`config.mk`:
```
export PLATFORM = sky130hd
export DESIGN_NAME = dsp_mac_sequencer
export DESIGN_NICKNAME = d
export VERILOG_FILES = /design/src/rtl/dsp48a1_ctrl_pkg.sv /design/src/rtl/mac_token_pipe.sv /design/src/rtl/dsp_mac_sequencer.sv
export SDC_FILE = /design/constraint.sdc
export NUM_CORES = 1
export LEC_CHECK = 0
export BUFFER_PORTS_ARGS = -buffer_cell sky130_fd_sc_hd__buf_4
export CAP_MARGIN = 25
export CORE_AREA = 4 4 50 52
export CTS_BUF_LIST = sky130_fd_sc_hd__clkbuf_4 sky130_fd_sc_hd__clkbuf_8
export DETAILED_ROUTE_END_ITERATION = 10
export DIE_AREA = 0 0 54 56
export PLACE_DENSITY = 0.67
export RECOVER_POWER = 50
export SETUP_SLACK_MARGIN = 0.05
export SLEW_MARGIN = 20
export SYNTH_ARGS = -nofsm -noshare
export SYNTH_HDL_FRONTEND = slang
export SYNTH_SLANG_ARGS = --single-unit
```
`constraint.sdc`:
```
create_clock -name clk -period 3.15 [get_ports clk]
set_input_delay 0.315 -clock clk [delete_from_list [all_inputs] [get_ports clk]]
set_output_delay 0.315 -clock clk [all_outputs]
set_load 0.05 [all_outputs]
```
`src/rtl/dsp48a1_ctrl_pkg.sv`:
```
// Shared definitions for the DSP48A1 MAC control logic: sequencer states,
// OPMODE encodings and the OPMODE decode helper.
package dsp48a1_ctrl_pkg;

  typedef enum logic [1:0] {
    IDLE  = 2'd0,
    FEED  = 2'd1,
    DRAIN = 2'd2,
    HOLD  = 2'd3
  } state_e;

  // X=M, Z=0 loads P with the product; X=M, Z=P accumulates into P
  localparam logic [7:0] OPMODE_FIRST = 8'h01;
  localparam logic [7:0] OPMODE_ACC   = 8'h09;
  localparam logic [7:0] OPMODE_NONE  = 8'h00;

  function automatic logic [7:0] opmode_for(input logic v, input logic first);
    logic [7:0] op;
    if (!v) begin
      op = OPMODE_NONE;
    end else if (first) begin
      op = OPMODE_FIRST;
    end else begin
      op = OPMODE_ACC;
    end
    return op;
  endfunction

endpackage

```
`src/rtl/mac_token_pipe.sv`:
```
// Two-stage valid/first token shift register that tracks each accepted
// operand pair through the slice M and P register stages.
module mac_token_pipe
  import dsp48a1_ctrl_pkg::*;
(
  input  logic clk,
  input  logic reset,
  input  logic in_valid,
  input  logic in_first,
  output logic v0,
  output logic v1,
  output logic f1,
  output logic empty
);

  logic v0_r;
  logic f0_r;
  logic v1_r;
  logic f1_r;

  // Shift tokens one stage per cycle; bubbles travel as v=0
  always_ff @(posedge clk or posedge reset) begin
    if (reset) begin
      v0_r <= 1'b0;
      f0_r <= 1'b0;
      v1_r <= 1'b0;
      f1_r <= 1'b0;
    end else begin
      v0_r <= in_valid;
      f0_r <= in_valid & in_first;
      v1_r <= v0_r;
      f1_r <= v0_r & f0_r;
    end
  end

  assign v0 = v0_r;
  assign v1 = v1_r;
  assign f1 = f1_r;
  // A token in stage 1 is written into P at this edge, so the pipeline
  // is drained after the edge when nothing sits behind it.
  assign empty = ~v0_r & ~in_valid;

endmodule

```
`src/rtl/dsp_mac_sequencer.sv`:
```
// Dot-product sequencer for a DSP48A1-style MAC slice: operand handshake,
// slice clock enables, OPMODE selection and result handshake.
module dsp_mac_sequencer
  import dsp48a1_ctrl_pkg::*;
#(
  parameter int LEN_W = 8
) (
  input  logic             clk,
  input  logic             reset,
  input  logic             start,
  input  logic [LEN_W-1:0] len,
  input  logic             op_valid,
  output logic             op_ready,
  output logic             ce_a,
  output logic             ce_b,
  output logic             ce_m,
  output logic             ce_p,
  output logic [7:0]       opmode,
  output logic             busy,
  output logic             res_valid,
  input  logic             res_ack
);

  localparam logic [LEN_W-1:0] REM_ZERO = {LEN_W{1'b0}};
  localparam logic [LEN_W-1:0] REM_ONE  = {{(LEN_W-1){1'b0}}, 1'b1};

  state_e           state_r;
  state_e           state_nxt_s;
  logic [LEN_W-1:0] rem_r;
  logic [LEN_W-1:0] rem_nxt_s;
  logic             first_r;
  logic             first_nxt_s;
  logic             accept_s;
  logic             v0_s;
  logic             v1_s;
  logic             f1_s;
  logic             empty_s;

  assign accept_s = op_valid & (state_r == FEED);

  // Next-state, remaining-count and first-operand decode
  always_comb begin
    state_nxt_s = state_r;
    rem_nxt_s   = rem_r;
    first_nxt_s = first_r;
    case (state_r)
      IDLE: begin
        if (start && (len != REM_ZERO)) begin
          state_nxt_s = FEED;
          rem_nxt_s   = len;
          first_nxt_s = 1'b1;
        end else begin
          state_nxt_s = IDLE;
        end
      end
      FEED: begin
        if (accept_s) begin
          rem_nxt_s   = rem_r - REM_ONE;
          first_nxt_s = 1'b0;
          if (rem_r == REM_ONE) begin
            state_nxt_s = DRAIN;
          end else begin
            state_nxt_s = FEED;
          end
        end else begin
          state_nxt_s = FEED;
        end
      end
      DRAIN: begin
        if (empty_s) begin
          state_nxt_s = HOLD;
        end else begin
          state_nxt_s = DRAIN;
        end
      end
      HOLD: begin
        // start is deliberately not looked at here, even alongside res_ack
        if (res_ack) begin
          state_nxt_s = IDLE;
        end else begin
          state_nxt_s = HOLD;
        end
      end
      default: begin
        state_nxt_s = IDLE;
        rem_nxt_s   = REM_ZERO;
        first_nxt_s = 1'b0;
      end
    endcase
  end

  // Sequencer state registers
  always_ff @(posedge clk or posedge reset) begin
    if (reset) begin
      state_r <= IDLE;
      rem_r   <= REM_ZERO;
      first_r <= 1'b0;
    end else begin
      state_r <= state_nxt_s;
      rem_r   <= rem_nxt_s;
      first_r <= first_nxt_s;
    end
  end

  mac_token_pipe u_pipe (
    .clk      (clk),
    .reset    (reset),
    .in_valid (accept_s),
    .in_first (first_r),
    .v0       (v0_s),
    .v1       (v1_s),
    .f1       (f1_s),
    .empty    (empty_s)
  );

  // Every output decodes from reset-cleared registers, so all drop to 0 with reset
  assign op_ready  = (state_r == FEED);
  assign ce_a      = accept_s;
  assign ce_b      = accept_s;
  assign ce_m      = v0_s;
  assign ce_p      = v1_s;
  assign opmode    = opmode_for(v1_s, f1_s);
  assign busy      = (state_r != IDLE);
  assign res_valid = (state_r == HOLD);

endmodule

```
==> results of run 1 <==
-- worst max-delay path, stage by stage, from the launching register on --
cell,delay [ns]
dfrtp_1,0.49
nand2b_4,0.22
inv_2,0.07
nand2_1,0.15
clkinv_2,0.15
buf_4,0.22
-- cells in the mapped netlist, types with 2 or more instances --
master     n
buf_4      8
o311ai_1   2
a21oi_1    5
nor3_1     4
nor2b_1    3
ha_1       2
or4_1      2
nand2_1    8
nor2_1     2
and2_1     5
o21ai_0    2
inv_1      4
dfrtp_1   15
-- state kept, by name, indices dropped and copies added (netlist names) --
name	flops
u_pipe.f0_r	1
u_pipe.f1	1
u_pipe.v1	1
first_r	1
state_r	2
rem_r	8
u_pipe.v0	1
-- final cells by class --
class                           instances  area (um^2)  area share (%)
Clock inverter                          1        7.507          0.7246
Timing Repair Buffer                   21        150.1           14.49
Sequential cell                        15        375.4           36.23
Tap cell                               28        35.03           3.382
Multi-Input combinational cell         63        421.7           40.70
Clock buffer                            3        22.52           2.174
Inverter                                6        23.77           2.295
-- cell usage in the layout (no fill, tap or decap), types with 3 or more instances in the layout --
cell and count:
a21oi_1 5, and2_1 5, buf_4 18, clkbuf_4 4
conb_1 6, dfrtp_1 15, inv_1 4, nand2_1 8
nor2b_1 3, nor3_1 4
-- worst max-delay path by stage --
stage | startpoint | end | slack [ns] | cells after the start
after floorplan | state_r[1] | rem_r[7] | 1.31 | 7
final | state_r[1] | ce_a | 1.24 | 5
after detailed placement | len[2] | rem_r[7] | 1.23 | 5
after global routing | state_r[1] | ce_a | 1.12 | 5
after CTS | state_r[1] | ce_b | 1.24 | 5
after global placement | len[2] | rem_r[7] | 1.30 | 5
-- kinds of logic after synthesis --
kind of cell | after synthesis | synth area share [%]
adder cells (fa/ha/maj) | 2 | 2.865
AND/OR/NAND/NOR | 32 | 22.35
other | 1 | 0.4294
AO/OA/AOI/OAI | 22 | 19.34
flip-flops | 15 | 42.98
buffers and inverters | 15 | 10.89
multiplexers | 1 | 1.146
-- power by group --
part / switching, W / internal, W / leakage [nW]
Sequential: 0.0000869 / 0.000266 / 0.185
Clock: 0.0000662 / 0.0000482 / 0.0139
Combinational: 0.000299 / 0.000177 / 0.285
-- layer usage --
layer  vias up  GRT usage, %  routed length (um)
met3         2         2.681                  92
met4         0         6.406                  21
met1       327         17.76                 796
met5         -             0                   0
li1        351             -                   -
met2        24         20.42                 904
-- per-stage QoR --
| stage | cells | hold WS, ns | util [%] | worst slack, ns | power [W] |
|---|---|---|---|---|---|
| after floorplan | 93 | 0.2165 | - | 1.314 | 0.0007230 |
| after global placement | 133 | 0.4084 | 48.13 | 1.302 | 0.0008254 |
| after detailed placement | 133 | 0.4111 | 48.13 | 1.226 | 0.0008310 |
| after CTS | 137 | 0.08974 | 49.55 | 1.243 | 0.0009476 |
| after global routing | 137 | 0.1106 | 49.20 | 1.119 | 0.001012 |
| final | 137 | 0.06791 | 49.20 | 1.241 | 0.0009431 |
==> results_dict.tcl, run 1 <==
set metrics [dict create \
    drtPass1Iterations 4 \
    reg2regPathDepth 7 \
    cts_buffers 3 \
    synth_seq_cells 15 \
    grt_antenna_before_repair 0 \
    die_w_um 54 \
    layout_min_cycle_time_ns 1.909 \
    clk_pin_slew_ns 0.10 \
    antenna_left 0 \
    area_delta_synth_final_pct 18.62 \
    max_slew_margin_pct 60.19 \
    cts_tree "done" \
    dr_total_vias 704 \
    finalCritPeriodShare_pct 60.61 \
    portBuffers 21 \
    slew_violations 0 \
    rr_endpoint "rem_r[7]" \
    clockBufferDepth 2 \
    h-tree-depth 1 \
    ys_seq_area_share_pct 42.98 \
    yosysWarnings 0 \
    grt_use_total_pct 13.43 \
    gp_congestion 0.7972 \
    dp_hpwl_mm 1.368 \
    startpoint_type "flop" \
    first_global_vias 682 \
    worstSetupPathType "reg -> out" \
    cts_post_setup_buffers_inserted 0 \
    syn-instance-count 88 \
    worstSetupEndpointType "output port" \
    cts_num_sinks 15 \
    rsz0062_at_grt "no" \
    worstPathRequired_ns 2.83 \
    fin_nets 125 \
    fillers 196 \
    hold_buffers 0 \
    p_leak_nw 0.4841 \
    peakVddDrop_mv 0.4109 \
    crit_fanout 8 \
    antennaDiodeCount 0 \
    grt_pass1_wl_mm 3.063 \
    post_synth.cell_area_avg_um2 9.924 \
    die_height_um 56 \
    hold_viol_final 0 \
    grt_max_degree 16 \
    final_layout_size_suffix_gt1_share_pct 28.44 \
    core_um2 2106 \
    post-route-drc-count 0 \
    final_area_um2 1036 \
    fin_setup_tns_ns 0 \
    synth_ff_type "dfrtp_1" \
    status "finished, final reports clean" \
    cts_root_buffer "clkbuf_4" \
    via_per_inst 5.139 \
    setup_viol 0 \
    synth_top_area_share_pct 42.98 \
    synthTopCellsByArea "dfrtp_1 43%, buf_4 6.9%, and2_1 3.6%, nand2_1 3.4%, a21oi_1 2.9%" \
    netlist_area_um2 873.3 \
    start_util_pct 41.47 \
    finalClockSkew_ns 0.009643 \
    die_area_um2 3024 \
    arrival_ns 1.59 \
    async_reset_ff_share_pct 100.0 \
    synth_cell_types 39 \
    io_pins 28 \
    synth_top_cell_by_area "dfrtp_1" \
    rows 17 \
    grt_overflow 0 \
    synth-edff-count 0 \
    dr.first_iter.drc_count 23 \
    maxCapViolCount 0 \
    insertion_delay_ns 0.29 \
    max_freq_mhz 523.8 \
    r2r_start "state_r[1]" \
    worstMarginPinSlew_ns 0.5997 \
    cts_resized 0 \
    worst_hold_path_type "in -> async" \
    dpl-instance-area_um2 1013 \
    reg2reg_slack_ns 1.41 \
    power.density_nw_per_um2 910.4 \
    wl_per_cell_um 13.25 \
    drt-total-wl_mm 1.815 \
]
Note: power is estimated with default switching activity, not from simulation.
==> run 2: changes to the inputs <==
--- a/config.mk
+++ b/config.mk
@@ -11,7 +11,7 @@
 export CTS_BUF_LIST = sky130_fd_sc_hd__clkbuf_4 sky130_fd_sc_hd__clkbuf_8
 export DETAILED_ROUTE_END_ITERATION = 10
 export DIE_AREA = 0 0 54 56
-export PLACE_DENSITY = 0.67
+export PLACE_DENSITY = 0.7
 export RECOVER_POWER = 50
 export SETUP_SLACK_MARGIN = 0.05
 export SLEW_MARGIN = 20
==> constraint.sdc (replaced) <==
create_clock -name clk -period 1.7 [get_ports clk]
set_input_delay 0.17 -clock clk [delete_from_list [all_inputs] [get_ports clk]]
set_output_delay 0.17 -clock clk [all_outputs]
set_load 0.05 [all_outputs]
==> results_dict.tcl, run 2 (synthesis results as in run 1) <==
set metrics [dict create \
    status "finished, final reports clean" \
    mostFrequentLayoutCell "buf_4" \
    fin_nets 136 \
    grt_overflow 0 \
    rows 17 \
    wl_met1_um 859 \
    first_global_vias 693 \
    largest_register "rem_r" \
    worstMarginPinSlew_ns 0.5935 \
    max_slew_margin_pct 60.60 \
    dr_wl_met3_um 91 \
    top_regs "rem_r: 8 flops, state_r: 2 flops" \
    dr.max_layer_used "met4" \
    drt-total-wl_mm 1.984 \
    die_area_um2 3024 \
    dp.cells 141 \
    die_height_um 56 \
    final_cell_mix "24 x buf_4, 14 x dfrtp_1, 8 x nand2_1, 6 x conb_1" \
    worstSetupPathType "reg -> reg" \
    start_util_pct 41.47 \
    wl_met2_um 998 \
    dp_hpwl_mm 1.468 \
    dr.first_iter.drc_count 19 \
    maxCapViolCount 0 \
    crit_fanout 6 \
    grt_antenna_before_repair 0 \
    peakVddDrop_mv 0.8616 \
    cts_root_buffer "clkbuf_4" \
    via_per_inst 5.209 \
    core_um2 2106 \
    die_w_um 54 \
    hold_viol_final 0 \
    antenna_left 0 \
    finalClockSkew_ns 0.007093 \
    drtPass1Iterations 4 \
    rsz0062_at_grt "yes" \
    layout_min_cycle_time_ns 1.597 \
    grt_use_total_pct 14.51 \
    power.density_nw_per_um2 1683 \
    io_pins 28 \
    worst_hold_path_type "in -> reg" \
    h-tree-depth 1 \
    slew_violations 0 \
    clockBufferDepth 2 \
    timing.hold.ws_ns 0.1522 \
    cts_buffers 3 \
    largest_register_ffs 8 \
    grt_max_degree 16 \
    dp_slack_ns 0.1203 \
    gp_congestion 0.8506 \
    arrival_ns 1.74 \
    p_leak_nw 0.5481 \
    worstSetupEndpointType "flop" \
    post-route-drc-count 0 \
    grt_pass1_wl_mm 3.243 \
    p_total_w 0.001946 \
    setup_viol 0 \
    insertion_delay_ns 0.27 \
    clk_pin_slew_ns 0.09 \
    finalCritPeriodShare_pct 93.92 \
    wl_per_cell_um 13.41 \
    finalNonFillerCells 148 \
    antennaDiodeCount 0 \
    fin_setup_tns_ns 0 \
    timing.final.ws_setup_ns 0.1034 \
    area_delta_synth_final_pct 32.38 \
    cts_num_sinks 15 \
    cts_tree "done" \
    max_freq_mhz 626.3 \
    final_layout_size_suffix_gt1_share_pct 35.83 \
    worstPathRequired_ns 1.84 \
    dr_total_vias 771 \
    portBuffers 21 \
    startpoint_type "flop" \
]
## run 2: cell types whose count changed in the layout (fill, tap and decap cells not counted), moves of 2 or more
cell and change:
buf_8 +2, nor3_2 +2, nor3_1 -2, buf_4 +6
## run 2: repair_timing
item,in CTS,in global routing
endpoints found under the setup margin,2,4
hold endpoints to repair,15,0
gates resized for setup,1,7
setup buffers,0,2
pin swaps,0,0
hold buffers,1,0
## run 2: layer usage
metal	up-vias	global-route usage [%]
met2	24	19.90
met1	369	20.27
met5	-	0
met3	2	2.145
met4	0	9.964
li1	376	-
## run 2: path summary, 6_finish.rpt
check                           start    endpoint  slack, ns  cells after the start
setup / recovery           state_r[1]    rem_r[7]       0.10                      7
hold / removal                 len[2]    rem_r[2]       0.15                      2
setup reg to reg           state_r[1]    rem_r[7]       0.10                      7
hold reg to reg             u_pipe.v0   u_pipe.v1       0.42                      0
max in group asynchronous       reset  state_r[0]       0.78                      3
min in group asynchronous       reset    rem_r[5]       0.50                      3
## run 2: cell type report
| cell class | count | area (um^2) |
|---|---|---|
| Fill cell | 199 | 949.7 |
| Multi-Input combinational cell | 63 | 431.7 |
| Tap cell | 28 | 35.03 |
| Sequential cell | 15 | 376.6 |
| Timing Repair Buffer | 32 | 250.2 |
| Clock buffer | 4 | 30.03 |
| Inverter | 6 | 32.53 |
## run 2: through the flow
| stage | utilization (%) | instance area, um^2 |
|---|---|---|
| 4_1_cts | 53.36 | 1124 |
| 6_report | 54.90 | 1156 |
| 3_5_place_dp | 51.40 | 1082 |
| 3_3_place_gp | 51.40 | 1082 |
| 2_1_floorplan | - | 900.9 |
| 5_1_grt | 54.90 | 1156 |
## run 2: worst max-delay path, cell delays in order (launching register included)
cell      delay, ns
dfrtp_1        0.43
nand2b_4       0.19
inv_6          0.08
nand2_1        0.10
clkinv_4       0.07
nand2_1        0.10
o311ai_1       0.34
o21ai_0        0.16
## run 2: where the power goes
| group | total, W | internal (W) | switching (W) | leakage [nW] |
|---|---|---|---|---|
| combinational | 0.00111 | 0.000459 | 0.000652 | 0.345 |
| clock | 0.000217 | 0.000107 | 0.000110 | 0.0184 |
| sequential | 0.000618 | 0.000496 | 0.000122 | 0.184 |
==> run 3: changes to the inputs <==
--- a/config.mk
+++ b/config.mk
@@ -7,10 +7,10 @@
 export LEC_CHECK = 0
 export BUFFER_PORTS_ARGS = -buffer_cell sky130_fd_sc_hd__buf_4
 export CAP_MARGIN = 25
-export CORE_AREA = 4 4 50 52
+export CORE_AREA = 2 2 48 50
 export CTS_BUF_LIST = sky130_fd_sc_hd__clkbuf_4 sky130_fd_sc_hd__clkbuf_8
 export DETAILED_ROUTE_END_ITERATION = 10
-export DIE_AREA = 0 0 54 56
+export DIE_AREA = 0 0 50 52
 export PLACE_DENSITY = 0.7
 export RECOVER_POWER = 50
 export SETUP_SLACK_MARGIN = 0.05
==> results_dict.tcl, run 3 (synthesis results as in run 1) <==
set metrics [dict create \
    power.switching_w 0.0009105 \
    h-tree-depth 1 \
    timing.final.ws_setup_ns 0.1441 \
    critPathTopFamily "flip-flops" \
    gp_congestion 0.9039 \
    crit_fanout 7 \
    finalClockSkew_ns 0.001756 \
    worstMarginPinSlew_ns 0.5941 \
    clk_pin_slew_ns 0.09 \
    die_area_um2 2600 \
    insertion_delay_ns 0.29 \
    finalCritPeriodShare_pct 91.52 \
    start_util_pct 41.47 \
    final_layout_size_suffix_gt1_share_pct 39.67 \
    drtPass1Iterations 4 \
    layout_min_cycle_time_ns 1.556 \
    dr.first_iter.drc_count 25 \
    clkPwrFrac_pct 10.9 \
    peakVddDrop_mv 0.6518 \
    mostFrequentLayoutCell "buf_4" \
    max_freq_mhz 642.7 \
    max_slew_margin_pct 60.56 \
    grt_max_degree 16 \
    worst_hold_path_type "in -> reg" \
    dpl-instance-area_um2 1082 \
    dp_slack_ns 0.08281 \
    worstSetupPathType "reg -> out" \
    fillers 187 \
    cts_root_buffer "clkbuf_4" \
    die_w_um 50 \
    dr_total_vias 770 \
    worstSetupEndpointType "output port" \
    final_area_um2 1162 \
    combPwrFrac_pct 57.7 \
    worst-path-buf-inv 4 \
    antenna_left 0 \
    portBuffers 21 \
    core_um2 2106 \
    grt_overflow 0 \
    post-route-drc-count 0 \
    rows 17 \
    multi_input_area_um2 435.4 \
    antennaDiodeCount 0 \
    p_seq_share_pct 31.4 \
    cpPeakStageDelay_ns 0.47 \
    fin_nets 137 \
    power.density_nw_per_um2 1683 \
    arrival_ns 1.39 \
    regArea_um2 377.9 \
    top_regs "rem_r: 8 flops, state_r: 2 flops" \
    hold_viol_final 0 \
    clockBufferDepth 2 \
    path_cells "nand2b_4 -> inv_6 -> nand2_2 -> clkinv_4 -> buf_4 -> buf_6" \
    p_int_w 0.001046 \
    swShare_pct 46.55 \
    setup_viol 0 \
    cts_buffers 3 \
    startpoint_type "flop" \
    cts_tree "done" \
    maxCapViolCount 0 \
    drt-total-wl_mm 2.011 \
    worstPathRequired_ns 1.53 \
    io_pins 28 \
    largest_register_ffs 8 \
    final_cell_mix "28 x buf_4, 13 x dfrtp_1, 7 x nand2_1, 6 x conb_1, 5 x a21oi_1" \
    die_height_um 52 \
    grt_antenna_before_repair 0 \
    slowest_stage "dfrtp_2" \
    status "finished, final reports clean" \
    dp_hpwl_mm 1.561 \
    slew_violations 0 \
    cts_num_sinks 15 \
    p_leak_nw 0.5521 \
    via_per_inst 5.168 \
    first_global_vias 767 \
    fin_setup_tns_ns 0 \
    rsz0062_at_grt "no" \
    largest_register "rem_r" \
    grt_use_total_pct 17.44 \
    grt_pass1_wl_mm 3.332 \
    wl_per_cell_um 13.50 \
    area_delta_synth_final_pct 33.09 \
]
-- run 3: repair_timing --
item / CTS / global route
setup buffers: 1 / 2
gates resized for setup: 4 / 3
cloned: 0 / 0
endpoints found under the setup margin: 2 / 4
hold buffers: 1 / 0
pin swaps: 0 / 0
endpoints found under the hold margin: 15 / 0
-- run 3: area by class of cell --
| type | instances | area share (%) |
|---|---|---|
| multi-input cells | 63 | 37.46 |
| flip-flops and latches | 15 | 32.51 |
| repair buffers | 33 | 21.85 |
| well taps | 28 | 3.014 |
| inverters | 6 | 2.799 |
| clock buffers | 3 | 1.938 |
| clock inverters | 1 | 0.4306 |
-- run 3: power by group through the flow --
| stage | Combinational, W | Sequential, W | Clock (W) |
|---|---|---|---|
| 2_1_floorplan | 0.000702 | 0.000656 | 0 |
| 3_3_place_gp | 0.00104 | 0.000611 | 0 |
| 3_5_place_dp | 0.00106 | 0.000623 | 0 |
| 4_1_cts | 0.00108 | 0.000614 | 0.000220 |
| 5_1_grt | 0.00122 | 0.000636 | 0.000241 |
| 6_report | 0.00113 | 0.000615 | 0.000213 |
-- run 3: per-layer routing --
metal	up-vias	share of wire [%]	global-route usage (%)	wire length, um
met5	-	0	0	0
met4	0	2.9	12.04	58
met3	6	4.2	3.448	84
met2	28	51	28.95	1033
met1	364	41	20.22	834
li1	372	-	-	-
-- run 3: worst paths after layout --
check / from / end / slack [ns] / cells after the start
min reg2reg: u_pipe.v0 / u_pipe.v1 / 0.42 / 0
min in group asynchronous: reset / u_pipe.f0_r / 0.48 / 3
max reg2reg: state_r[1] / rem_r[4] / 0.19 / 6
max: state_r[0] / ce_a / 0.14 / 6
min: len[2] / rem_r[2] / 0.15 / 2
max in group asynchronous: reset / state_r[1] / 0.82 / 3
-- run 3: through the flow --
| step | std cells | util [%] | power, W | hold slack (ns) |
|---|---|---|---|---|
| after floorplan | 93 | - | 0.001358 | 0.07148 |
| after global placement | 141 | 51.40 | 0.001652 | 0.2580 |
| after detailed placement | 141 | 51.40 | 0.001682 | 0.2669 |
| after CTS | 147 | 54.01 | 0.001915 | 0.1492 |
| after global routing | 149 | 55.20 | 0.002098 | 0.1461 |
| final | 149 | 55.20 | 0.001956 | 0.1516 |
